<file path="src/rtl/v4_peak_detector.sv">
// Pulse peak detector for the trapezoidal shaper output: arms on a threshold crossing,
// tracks each pulse's maximum and timestamp, and emits one event per pulse on a valid/ready port.
module v4_peak_detector #(
   parameter int SIZE_FILTER_DATA = 16,
   parameter int TS_W             = 32,
   parameter int MAX_WIDTH        = 64,
   parameter int HOLDOFF          = 16,
   parameter int DROP_W           = 16
) (
   input  logic                        clk,
   input  logic                        reset,
   input  logic [SIZE_FILTER_DATA-1:0] input_data,
   input  logic [SIZE_FILTER_DATA-1:0] threshold,
   output logic                        event_valid,
   input  logic                        event_ready,
   output logic [SIZE_FILTER_DATA-1:0] event_amp,
   output logic [TS_W-1:0]             event_time,
   output logic                        event_pileup,
   output logic [DROP_W-1:0]           drop_count,
   output logic                        busy
);

   localparam int WCNT_W = $clog2(MAX_WIDTH + 1);
   localparam int HCNT_W = $clog2(HOLDOFF + 1);

   typedef enum logic [1:0] {S_IDLE, S_RISE, S_WAIT_LOW, S_HOLDOFF} state_t;

   state_t                      state_r;
   logic [TS_W-1:0]             ts_r;
   logic [SIZE_FILTER_DATA-1:0] max_r;
   logic [TS_W-1:0]             max_ts_r;
   logic [WCNT_W-1:0]           width_r;
   logic [HCNT_W-1:0]           hcnt_r;

   logic                        above_s;
   logic                        new_max_s;
   logic                        full_width_s;
   logic [SIZE_FILTER_DATA-1:0] pk_amp_s;
   logic [TS_W-1:0]             pk_time_s;
   logic                        emit_s;
   logic [SIZE_FILTER_DATA-1:0] emit_amp_s;
   logic [TS_W-1:0]             emit_time_s;
   logic                        emit_pileup_s;

   assign busy = (state_r != S_IDLE);

   // Sample compares and the event candidate produced at this edge
   always_comb begin
      above_s       = ($signed(input_data) > $signed(threshold));
      new_max_s     = ($signed(input_data) > $signed(max_r));
      full_width_s  = (width_r == WCNT_W'(MAX_WIDTH - 1));
      pk_amp_s      = new_max_s ? input_data : max_r;
      pk_time_s     = new_max_s ? ts_r : max_ts_r;
      emit_s        = 1'b0;
      emit_amp_s    = max_r;
      emit_time_s   = max_ts_r;
      emit_pileup_s = 1'b0;
      case (state_r)
         S_RISE: begin
            if (!above_s) begin
               emit_s = 1'b1;
            end else if (full_width_s) begin
               // Pile-up event includes the current (MAX_WIDTH-th) sample in the peak search
               emit_s        = 1'b1;
               emit_amp_s    = pk_amp_s;
               emit_time_s   = pk_time_s;
               emit_pileup_s = 1'b1;
            end else begin
               emit_s = 1'b0;
            end
         end
         default: begin
            emit_s = 1'b0;
         end
      endcase
   end

   // Pulse tracking state machine and free-running timestamp
   always_ff @(posedge clk or negedge reset) begin
      if (!reset) begin
         state_r  <= S_IDLE;
         ts_r     <= {TS_W{1'b0}};
         max_r    <= {SIZE_FILTER_DATA{1'b0}};
         max_ts_r <= {TS_W{1'b0}};
         width_r  <= {WCNT_W{1'b0}};
         hcnt_r   <= {HCNT_W{1'b0}};
      end else begin
         ts_r <= ts_r + TS_W'(1);
         case (state_r)
            S_IDLE: begin
               if (above_s) begin
                  state_r  <= S_RISE;
                  max_r    <= input_data;
                  max_ts_r <= ts_r;
                  width_r  <= WCNT_W'(1);
               end
            end
            S_RISE: begin
               if (!above_s) begin
                  state_r <= S_HOLDOFF;
                  hcnt_r  <= HCNT_W'(HOLDOFF);
               end else begin
                  max_r    <= pk_amp_s;
                  max_ts_r <= pk_time_s;
                  width_r  <= width_r + WCNT_W'(1);
                  if (full_width_s) begin
                     state_r <= S_WAIT_LOW;
                  end
               end
            end
            S_WAIT_LOW: begin
               if (!above_s) begin
                  state_r <= S_HOLDOFF;
                  hcnt_r  <= HCNT_W'(HOLDOFF);
               end
            end
            S_HOLDOFF: begin
               hcnt_r <= hcnt_r - HCNT_W'(1);
               if (hcnt_r == HCNT_W'(1)) begin
                  state_r <= S_IDLE;
               end
            end
            default: begin
               state_r <= S_IDLE;
            end
         endcase
      end
   end

   // One-deep event register; a new event is dropped only when the old one is stuck
   always_ff @(posedge clk or negedge reset) begin
      if (!reset) begin
         event_valid  <= 1'b0;
         event_amp    <= {SIZE_FILTER_DATA{1'b0}};
         event_time   <= {TS_W{1'b0}};
         event_pileup <= 1'b0;
         drop_count   <= {DROP_W{1'b0}};
      end else if (emit_s) begin
         if (!event_valid || event_ready) begin
            event_valid  <= 1'b1;
            event_amp    <= emit_amp_s;
            event_time   <= emit_time_s;
            event_pileup <= emit_pileup_s;
         end else if (drop_count != {DROP_W{1'b1}}) begin
            drop_count <= drop_count + DROP_W'(1);
         end
      end else if (event_valid && event_ready) begin
         event_valid <= 1'b0;
      end
   end

endmodule

</file>
<file path="config.mk">
export PLATFORM = sky130hd
export DESIGN_NAME = v4_peak_detector
export DESIGN_NICKNAME = d
export VERILOG_FILES = /design/src/rtl/v4_peak_detector.sv
export SDC_FILE = /design/constraint.sdc
export NUM_CORES = 1
export LEC_CHECK = 0
export ABC_CLOCK_PERIOD_IN_PS = 2600
export CAP_MARGIN = 20
export CORE_UTILIZATION = 50
export CTS_BUF_LIST = sky130_fd_sc_hd__clkbuf_16
export DETAILED_ROUTE_END_ITERATION = 7
export HOLD_SLACK_MARGIN = 0.08
export PLACE_DENSITY = 0.76
export SETUP_SLACK_MARGIN = 0.5
export SYNTH_ARGS = -nofsm -noshare
export SYNTH_HDL_FRONTEND = slang
export SYNTH_SLANG_ARGS = --single-unit
export TNS_END_PERCENT = 100
</file>
<file path="constraint.sdc">
create_clock -name clk -period 2.6 [get_ports clk]
set_input_delay 0.52 -clock clk [delete_from_list [all_inputs] [get_ports clk]]
set_output_delay 0.52 -clock clk [all_outputs]
set_load 0.1 [all_outputs]
</file>
==> impl_metrics.csv <==
group,metric,value,unit
route,wl_per_cell,23.1,um
layout,drive_gt1_share,46.4,%
global_routing,antenna_found_initial,0,
flow_run,cap_violations,0,
die,placementRows,46,
sta,fin_tns_setup,-6.10,ns
layout,area_delta_synth_final,48.4,%
sta,finalSetupViolCount,91,
logic_synthesis,syn_area,8350,sq um
pwr,ir_worst_vdd,0.970,mV
pwr,powerDensity,1210,nW/um^2
placement,dpl.hpwl,13800,um
sta,max_slew.worst_pin.slew,0.411,ns
global_routing,grt-ovfl-total,0,
logic_synthesis,synth.distinct_cells,60,
route,num_vias,7682,
sta,worst_slack,-0.155,ns
sta,slew_violations,0,
sta,fin_crit_sh,106,%
min_path,hold_path_class,"primary input to flip-flop",
sta,rsz0062_at_grt,"true",
cts,cts.htree.levels,4,
placement,gp_congestion,0.831,
die,design.core.area,16100,sq um
sta,fin_worst_skew,0.0126,ns
layout,antennaDiodeCount,0,
cts,cts_inserted_buffers,17,
sta,slew_headroom,72.5,%
logic_synthesis,synth_ff_type,"dfrtp_1",
worst_setup_path,cp_top_family,"compound AO/OA/AOI/OAI gates",
die,ios,102,
global_routing,grt_pass1_wl,38800,um
cts,clk_pin_slew,0.06,ns
sta,period_needed,2.75,ns
layout,final_net_count,1064,
logic_synthesis,yosysTopAreaCellShare,48.0,%
worst_setup_path,cp.required,2.91,ns
worst_setup_path,worstSetupPathType,"flip-flop to flip-flop",
route,drt_iter0_drc,887,
route,dr.pass1.iters,5,
logic_synthesis,synth-async-reset-ratio,100,%
placement,dp.cells,1126,
logic_synthesis,yosysTopAreaCell,"dfrtp_1",
sta,fmax,363,MHz
worst_setup_path,path_cells,"inv_1 > ha_4 > nand4_1 > o41a_1 > o21ai_1 > a21o_1 > nand2_2 > o21ai_4 > buf_6 > clkbuf_16 > mux2_2",
placement,portBuffers,101,
layout,seq_area,4010,sq um
die,die_w,131,um
outcome,violations,"setup timing",
die,die_area,17200,sq um
cts,cts.path.max_buffers,2,
logic_synthesis,synth.avg_cell_area,10.7,sq um
sta,hold_violations,0,
global_routing,grt.total_usage,28.7,%
worst_setup_path,crit_slowest_cell,"o41a_1",
sta,hold_ws,0.402,ns
route,routed_wl,28000,um
layout,multi_input_area,4890,sq um
cts,cts.sinks,160,
worst_setup_path,arrival,3.07,ns
worst_setup_path,path_buf_inv,3,
pwr,total_power,15.0,mW
logic_synthesis,synth_fp_nets,860,
cts,tritoncts,"yes",
logic_synthesis,synthCells,783,
die,initial_utilization,51.8,%
global_routing,grt_max_degree,55,
layout,nFillCells,934,
worst_setup_path,startpoint_type,"flip-flop",
logic_synthesis,synth_edf_count,0,
logic_synthesis,synth-seq-cells,160,
logic_synthesis,synthTopCellsByArea,"dfrtp_1, ha_1, mux2_2, mux2_4, o21ai_0",
cts,worstSkewPairLatency,0.44,ns
logic_synthesis,ys_warn_count,0,
route,route.detailed.drc,0,
cts,cts_root_buf,"clkbuf_16",
worst_setup_path,cp_slowest_stage_delay,0.46,ns
global_routing,grt_pass1_vias,7332,
worst_setup_path,worstSetupEndpointType,"flip-flop",
worst_setup_path,cp_max_fo,7,
outcome,status,"finished, violations left",
pwr,p_leak,5.84,nW
die,fp.dieH,131,um
route,detail-route-antenna-nets,0,
logic_synthesis,seq_area_frac_synth,48.0,%
layout,final_util,76.9,%
layout,instances_no_fill,1215,
route,viasPerCell,6.32,
==> synthesized netlist by cell type (all sizes together), types with 6 or more instances <==
cell type,count
a21oi,33
a22o,6
and4,6
mux2,53
nand3,25
a41oi,23
clkbuf,23
buf,22
dfrtp,160
o21ai,55
and3,15
nand4,41
xor2,23
xnor2,21
a31oi,26
ha,42
nor2,64
inv,46
nor4,7
nor3,13
nand2,28
==> cells by family (layout without fill, tap and decap cells) <==
group | after synthesis | count (layout) | synth area share, %
compound gates | 171 | 171 | 13.7
flops | 160 | 160 | 48.0
fa+ha+maj | 42 | 42 | 6.30
mux | 58 | 58 | 8.69
buf+inv | 91 | 307 | 4.95
xor+xnor | 44 | 44 | 4.62
simple gates | 217 | 217 | 13.8
==> sequential cells by signal, indices dropped and copies added, names as in the netlist, 2 cells and up <==
name	cells
event_amp	16
ts_r	32
hcnt_r	5
event_time	32
state_r	2
drop_count	16
max_ts_r	32
max_r	16
width_r	7
==> worst reg2reg max path: stages, from the launching register on <==
cell	delay (ns)
dfrtp_1	0.40
inv_1	0.10
ha_4	0.28
nand4_1	0.13
o41a_1	0.46
o21ai_1	0.09
a21o_1	0.12
nand2_2	0.10
o21ai_4	0.28
buf_6	0.18
clkbuf_16	0.16
mux2_2	0.35
==> cell usage in the layout (no fill, tap or decap), types with 5 or more instances in the layout <==
master     count
buf_16         9
a21oi_1       22
nand3_1       24
o21ai_4        6
a22o_1         6
clkbuf_2      11
a21oi_2       11
inv_1         33
o21ai_2       43
nand2_1       24
xnor2_1       20
and3_1        11
a31oi_1       24
ha_4          18
a41oi_1       20
nor4_4         5
mux2_4        38
dfrtp_1      155
dfrtp_2        5
nand4_1       38
nor2_1        58
clkbuf_16     24
xor2_1        23
buf_4        140
nor3_4        11
mux2_2        15
buf_2         10
buf_8          7
buf_6         12
buf_12        24
inv_2         13
ha_1          21
==> layout make-up <==
cell class                      count  area share (%)
Clock buffer                       17            3.43
Clock inverter                     14            1.44
Inverter                           46            1.60
Multi-Input combinational cell    532            39.5
Sequential cell                   160            32.4
Tap cell                          216            2.18
Timing Repair Buffer              230            19.5
==> worst paths after layout <==
path	from	to	slack [ns]	cells after the start
setup / recovery	max_r[2]	max_ts_r[19]	-0.15	11
hold / removal	input_data[15]	max_r[15]	0.40	2
setup reg to reg	max_r[2]	max_ts_r[19]	-0.15	11
hold reg to reg	drop_count[8]	drop_count[8]	0.49	1
max in group asynchronous	reset	event_amp[14]	1.37	3
min in group asynchronous	reset	drop_count[0]	0.56	2
==> through the flow <==
step | worst slack (ns) | cell area, sq um
CTS | -0.0252 | 11700
detailed placement | -0.885 | 10100
global placement | -0.816 | 10100
floorplan | -0.0410 | 8500
finish | -0.155 | 12400
global route | -0.240 | 12400
==> what timing repair did <==
| item | CTS | global route |
|---|---|---|
| pin swaps | 60 | 79 |
| hold endpoints to repair | 35 | 0 |
| endpoints found under the setup margin | 134 | 133 |
| setup buffers | 20 | 18 |
| hold buffers | 1 | 0 |
| cloned | 11 | 8 |
| gates resized for setup | 209 | 165 |
==> routing by layer <==
metal,vias to the layer above,wire length [um],global-route usage [%]
li1,3286,-,-
met1,3850,11300,36.4
met2,427,13500,46.6
met3,119,1920,6.37
met4,0,1260,13.8
met5,-,0,0
==> where the power goes <==
| group | internal, mW | switching, mW | total (mW) | leakage, nW |
|---|---|---|---|---|
| logic | 2.96 | 5.75 | 8.71 | 3.52 |
| clock network | 1.59 | 1.05 | 2.63 | 0.298 |
| registers | 3.14 | 0.534 | 3.68 | 2.03 |
Power figures use the tool's default switching activity.
